[src/rtl/alu_share_arbiter_pkg.sv]
// Shared definitions for the ALU share arbiter slice.
// Holds the ALU opcode encodings used by every ALU client and the
// arbiter FSM state encoding.
package alu_share_arbiter_pkg;

  localparam int unsigned ALU_CTRL_W = 4;

  localparam logic [ALU_CTRL_W-1:0] ALU_ADD = 4'b0001;
  localparam logic [ALU_CTRL_W-1:0] ALU_SUB = 4'b0010;
  localparam logic [ALU_CTRL_W-1:0] ALU_AND = 4'b0011;
  localparam logic [ALU_CTRL_W-1:0] ALU_OR  = 4'b0100;

  typedef enum logic [1:0] {
    ST_IDLE = 2'd0,
    ST_EXEC = 2'd1,
    ST_RESP = 2'd2
  } state_t;

endpackage

[src/rtl/alu.sv]
// Single-cycle combinational ALU.
// Ports:
//   a, b  : operands (WIDTH bits)
//   ctrl  : opcode (ALU_ADD / ALU_SUB / ALU_AND / ALU_OR)
//   y     : result; unlisted opcodes give 0. ADD/SUB wrap modulo 2^WIDTH.
module alu
  import alu_share_arbiter_pkg::*;
#(
  parameter int unsigned WIDTH = 32
) (
  input  logic [WIDTH-1:0]      a,
  input  logic [WIDTH-1:0]      b,
  input  logic [ALU_CTRL_W-1:0] ctrl,
  output logic [WIDTH-1:0]      y
);

  always_comb begin
    y = '0;
    case (ctrl)
      ALU_ADD: y = a + b;
      ALU_SUB: y = a - b;
      ALU_AND: y = a & b;
      ALU_OR:  y = a | b;
      default: y = '0;
    endcase
  end

endmodule

[src/rtl/alu_share_arbiter_rr_pick.sv]
// Combinational round-robin picker.
// Ports:
//   req_valid : per-requester valid
//   rr_ptr    : requester searched first; search wraps modulo NUM_REQ
//   grant     : one-hot winner
//   found     : any requester valid
//   idx       : binary index of the winner (0 when none)
module rr_pick #(
  parameter int unsigned NUM_REQ = 2,
  parameter int unsigned ID_W    = 2
) (
  input  logic [NUM_REQ-1:0] req_valid,
  input  logic [ID_W-1:0]    rr_ptr,
  output logic [NUM_REQ-1:0] grant,
  output logic               found,
  output logic [ID_W-1:0]    idx
);

  // Outer loop walks priority order from rr_ptr; inner loop keeps every
  // bit index constant so no variable indexing is needed.
  always_comb begin
    grant = '0;
    found = 1'b0;
    idx   = '0;
    for (int unsigned off = 0; off < NUM_REQ; off++) begin
      for (int unsigned k = 0; k < NUM_REQ; k++) begin
        if (!found && req_valid[k] && (k == (32'(rr_ptr) + off) % NUM_REQ)) begin
          found    = 1'b1;
          grant[k] = 1'b1;
          idx      = ID_W'(k);
        end
      end
    end
  end

endmodule

[src/rtl/alu_share_arbiter.sv]
// Shares one ALU between NUM_REQ requesters with round-robin arbitration.
// Operands are registered before the ALU and the result after it; one
// operation is in flight at a time (IDLE -> EXEC -> RESP).
// Ports:
//   clk, reset   : clock, synchronous active-high reset
//   req_valid/req_a/req_b/req_ctrl : flattened per-requester requests
//   req_ready    : one-hot combinational accept strobe (IDLE only)
//   resp_valid   : one-hot response valid for the granted requester
//   resp_data    : registered ALU result
//   resp_ready   : per-requester response accept (only grant_id's bit used)
//   busy         : state != IDLE
//   grant_id     : index of requester owning the ALU
module alu_share_arbiter
  import alu_share_arbiter_pkg::*;
#(
  parameter int unsigned NUM_REQ = 2,
  parameter int unsigned DATA_W  = 32,
  parameter int unsigned ID_W    = 2
) (
  input  logic                         clk,
  input  logic                         reset,
  input  logic [NUM_REQ-1:0]           req_valid,
  input  logic [NUM_REQ*DATA_W-1:0]    req_a,
  input  logic [NUM_REQ*DATA_W-1:0]    req_b,
  input  logic [NUM_REQ*ALU_CTRL_W-1:0] req_ctrl,
  output logic [NUM_REQ-1:0]           req_ready,
  output logic [NUM_REQ-1:0]           resp_valid,
  output logic [DATA_W-1:0]            resp_data,
  input  logic [NUM_REQ-1:0]           resp_ready,
  output logic                         busy,
  output logic [ID_W-1:0]              grant_id
);

  state_t                state_q,  state_d;
  logic [ID_W-1:0]       rr_ptr_q, rr_ptr_d;
  logic [ID_W-1:0]       grant_q,  grant_d;
  logic [DATA_W-1:0]     a_q,      a_d;
  logic [DATA_W-1:0]     b_q,      b_d;
  logic [ALU_CTRL_W-1:0] ctrl_q,   ctrl_d;
  logic [DATA_W-1:0]     result_q, result_d;

  logic [NUM_REQ-1:0]    pick_grant;
  logic                  pick_found;
  logic [ID_W-1:0]       pick_idx;
  logic [DATA_W-1:0]     alu_y;
  logic [NUM_REQ-1:0]    grant_oh;

  rr_pick #(
    .NUM_REQ (NUM_REQ),
    .ID_W    (ID_W)
  ) u_rr_pick (
    .req_valid (req_valid),
    .rr_ptr    (rr_ptr_q),
    .grant     (pick_grant),
    .found     (pick_found),
    .idx       (pick_idx)
  );

  alu #(
    .WIDTH (DATA_W)
  ) u_alu (
    .a    (a_q),
    .b    (b_q),
    .ctrl (ctrl_q),
    .y    (alu_y)
  );

  always_comb begin
    grant_oh = '0;
    for (int unsigned i = 0; i < NUM_REQ; i++) begin
      grant_oh[i] = (grant_q == ID_W'(i));
    end
  end

  always_comb begin
    state_d   = state_q;
    rr_ptr_d  = rr_ptr_q;
    grant_d   = grant_q;
    a_d       = a_q;
    b_d       = b_q;
    ctrl_d    = ctrl_q;
    result_d  = result_q;
    req_ready = '0;
    case (state_q)
      ST_IDLE: begin
        // Reset dominates: no accept strobe while reset is asserted.
        if (pick_found && !reset) begin
          req_ready = pick_grant;
          grant_d   = pick_idx;
          state_d   = ST_EXEC;
          for (int unsigned i = 0; i < NUM_REQ; i++) begin
            if (pick_grant[i]) begin
              a_d    = req_a[i*DATA_W +: DATA_W];
              b_d    = req_b[i*DATA_W +: DATA_W];
              ctrl_d = req_ctrl[i*ALU_CTRL_W +: ALU_CTRL_W];
            end
          end
        end
      end
      ST_EXEC: begin
        result_d = alu_y;
        state_d  = ST_RESP;
      end
      ST_RESP: begin
        if (|(resp_ready & grant_oh)) begin
          state_d  = ST_IDLE;
          rr_ptr_d = (grant_q == ID_W'(NUM_REQ - 1)) ? '0 : grant_q + 1'b1;
        end
      end
      default: state_d = ST_IDLE;
    endcase
  end

  always_ff @(posedge clk) begin
    if (reset) begin
      state_q  <= ST_IDLE;
      rr_ptr_q <= '0;
      grant_q  <= '0;
      a_q      <= '0;
      b_q      <= '0;
      ctrl_q   <= '0;
      result_q <= '0;
    end else begin
      state_q  <= state_d;
      rr_ptr_q <= rr_ptr_d;
      grant_q  <= grant_d;
      a_q      <= a_d;
      b_q      <= b_d;
      ctrl_q   <= ctrl_d;
      result_q <= result_d;
    end
  end

  assign resp_valid = (state_q == ST_RESP) ? grant_oh : '0;
  assign resp_data  = result_q;
  assign busy       = (state_q != ST_IDLE);
  assign grant_id   = grant_q;

endmodule

[config.mk]
export PLATFORM = sky130hd
export DESIGN_NAME = alu_share_arbiter
export DESIGN_NICKNAME = d
export VERILOG_FILES = /design/src/rtl/alu_share_arbiter_pkg.sv /design/src/rtl/alu.sv /design/src/rtl/alu_share_arbiter_rr_pick.sv /design/src/rtl/alu_share_arbiter.sv
export SDC_FILE = /design/constraint.sdc
export NUM_CORES = 1
export LEC_CHECK = 0
export CAP_MARGIN = 10
export CELL_PAD_IN_SITES_DETAIL_PLACEMENT = 0
export CELL_PAD_IN_SITES_GLOBAL_PLACEMENT = 2
export CORE_MARGIN = 4
export CORE_UTILIZATION = 29
export DETAILED_ROUTE_END_ITERATION = 10
export GPL_TIMING_DRIVEN = 0
export PLACE_DENSITY_LB_ADDON = 0.2
export SLEW_MARGIN = 20
export SYNTH_ARGS = -nofsm -noshare
export SYNTH_HDL_FRONTEND = slang
export SYNTH_HIERARCHICAL = 1
export SYNTH_SLANG_ARGS = --single-unit
[constraint.sdc]
create_clock -name clk -period 5.15 [get_ports clk]
set_input_delay 1.03 -clock clk [delete_from_list [all_inputs] [get_ports clk]]
set_output_delay 1.03 -clock clk [all_outputs]
set_load 0.005 [all_outputs]
==> flow_summary.ini, run 1 <==
[floorplanning]
io_pins = 181
die_w_um = 170
rows = 59
initial_core_util_pct = 29.4
dieArea_mm2 = 0.0290
core_mm2 = 0.0260
die_h_um = 170

[drt]
drt_iter0_markers = 413
vias_per_cell = 5.24
drc = 0
vias = 7723
dr.pass1.iters = 5
wirelength_um = 29200
postRouteAntennaNets = 0
routedWlPerCell_um = 19.8

[cells_and_area]
fillCellCount = 2738
final_common_cell = clkdlybuf4s50_1
post_route_cells_drive_above_1_share_pct = 6.14
finalNonFillerCells = 1475
finalNetCount = 1312
seq_area_mm2 = 0.00210
antennaDiodeCount = 0
multi_input_area_mm2 = 0.00517
mostFrequentLayoutCells = clkdlybuf4s50_1 (179), a21oi_1 (136), dfxtp_1 (105)
area_growth_pct = 33.6

[sta]
slew_violations = 0
fin_hold_ws_ps = 455
tightest_slew_ps = 1060
tns_ps = 0
fin_crit_sh_pct = 95.6
finalSetupViolCount = 0
rsz0062_at_grt = yes
clock-skew-final_ps = 15.3
slew_headroom_pct = 29.2
finalHoldViolCount = 0
fmax_mhz = 203
post-route-worst-setup-slack_ps = 225
layout_min_cycle_time_ps = 4920

[critical_path]
worstPathRequired_ps = 5380
rr_startpoint = b_q[0]$_SDFFE_PP0P_
cp.arrival_ps = 5150
crit_start = b_q[0]$_SDFFE_PP0P_
critPathKind = reg -> reg
start_kind = flop
critical_path.max_fanout = 7
endpoint_kind = flop

[flow_run]
drv_cap = 0

[power]
p_total_mw = 2.93
p_leak_nw = 3.93
powerDensity_mw_per_mm2 = 287
vdd_drop_max_mv = 0.177

[logic_synthesis]
synth_nets = 1122
synthCells = 945
syn_avg_cell_area_um2 = 8.09
ys_warn_count = 6
syn-cell-area_mm2 = 0.00764

[cts]
cts-root-buf = clkbuf_16
cts_setup_buffers = 0
tritoncts = built
cts_sinks = 105
clk_latency_ps = 370
clockBufferDepth = 2
cts.clk_slew.worst_paths_ps = 90
htreeDepth = 3
numCtsBuffers = 9

[grt]
first_global_vias = 7530
grtUsageTotal_pct = 19.6
grt_overflow = 0
grt_pass1_wl_um = 44200
grt_antenna_before_repair = 0
grt_max_degree = 21

[placement]
place_congestion = 0.873
placedCellCount = 1460
dp_slack_ps = -363
hpwl_um = 23300
portBuffers = 179

[min_path]
hp-class = reg -> reg
min-delay-start = resp_data[17]$_SDFFE_PP0N_

[outcome]
outcome = finished clean
-- registers in the layout, summed over array words and instances, names as in the netlist --
signal and count:
resp_data 32, state_q 2, b_q 32, grant_id 2, rr_ptr_q 1, ctrl_q 4, a_q 32
-- routing by layer --
metal / global-route usage (%) / wire [um] / share of wire (%)
met4: 5.21 / 653 / 2.2
met5: 0 / 0 / 0
met3: 2.42 / 1150 / 3.9
met1: 27.8 / 14200 / 48
met2: 31.6 / 13200 / 45
-- critical path: stages, from the launching register on --
cell	delay, ps
dfxtp_1	380
inv_1	120
ha_1	230
nand3b_1	130
or2_2	330
or4_1	570
or4_4	580
o41ai_2	240
xor2_1	200
ha_1	250
clkbuf_1	180
nand3_1	140
inv_1	70
and3_1	220
and3_1	220
a2111oi_4	440
xnor2_1	200
o21ai_1	90
nand2_1	100
a21oi_1	70
-- what timing repair did --
action	in CTS	in global routing
cloned	0	0
hold buffers	0	0
endpoints found under the setup margin	1	5
gates resized for setup	3	6
-- area by class of cell --
| cell class | instances | share of cell area [%] |
|---|---|---|
| multi-input combinational | 743 | 50.6 |
| sequential | 105 | 20.6 |
| timing repair buffer | 180 | 17.6 |
| tap | 335 | 4.10 |
| buffer | 78 | 3.39 |
| clock buffer | 10 | 2.34 |
| clock inverter | 6 | 0.674 |
| inverter | 18 | 0.662 |
-- metrics by stage --
| stage | area, um^2 | utilization, % |
|---|---|---|
| 3_3_place_gp | 9850 | 37.9 |
| 5_1_grt | 10200 | 39.3 |
| 6_report | 10200 | 39.3 |
| 2_1_floorplan | 7640 | - |
| 4_1_cts | 10200 | 39.2 |
| 3_5_place_dp | 9870 | 38.0 |
-- where the power goes --
part | internal, mW | leakage [nW] | switching (mW)
clock network | 0.358 | 0.147 | 0.376
logic | 0.530 | 2.93 | 0.719
registers | 0.871 | 0.857 | 0.0761
total | 1.76 | 3.93 | 1.17
-- path summary, 6_finish.rpt --
kind / to / slack [ps] / depth (start not counted)
max: resp_data[31]$_SDFFE_PP0N_ / 230 / 19
min: resp_data[17]$_SDFFE_PP0N_ / 450 / 2
max reg2reg: resp_data[31]$_SDFFE_PP0N_ / 230 / 19
min reg2reg: resp_data[17]$_SDFFE_PP0N_ / 450 / 2
(Power assumes the default switching activity.)
==> inputs of run 2 (changes only) <==
==> constraint.sdc (replaced) <==
create_clock -name clk -period 5.15 [get_ports clk]
set_input_delay 1.03 -clock clk [delete_from_list [all_inputs] [get_ports clk]]
set_output_delay 1.03 -clock clk [all_outputs]
set_load 0.02 [all_outputs]
==> results of run 2 <==
The final DEF is identical to that of run 1. Status: finished clean.
Among the figures that moved: total power 2.93 mW -> 2.95 mW; worst IR drop on VDD 0.177 mV -> 0.178 mV
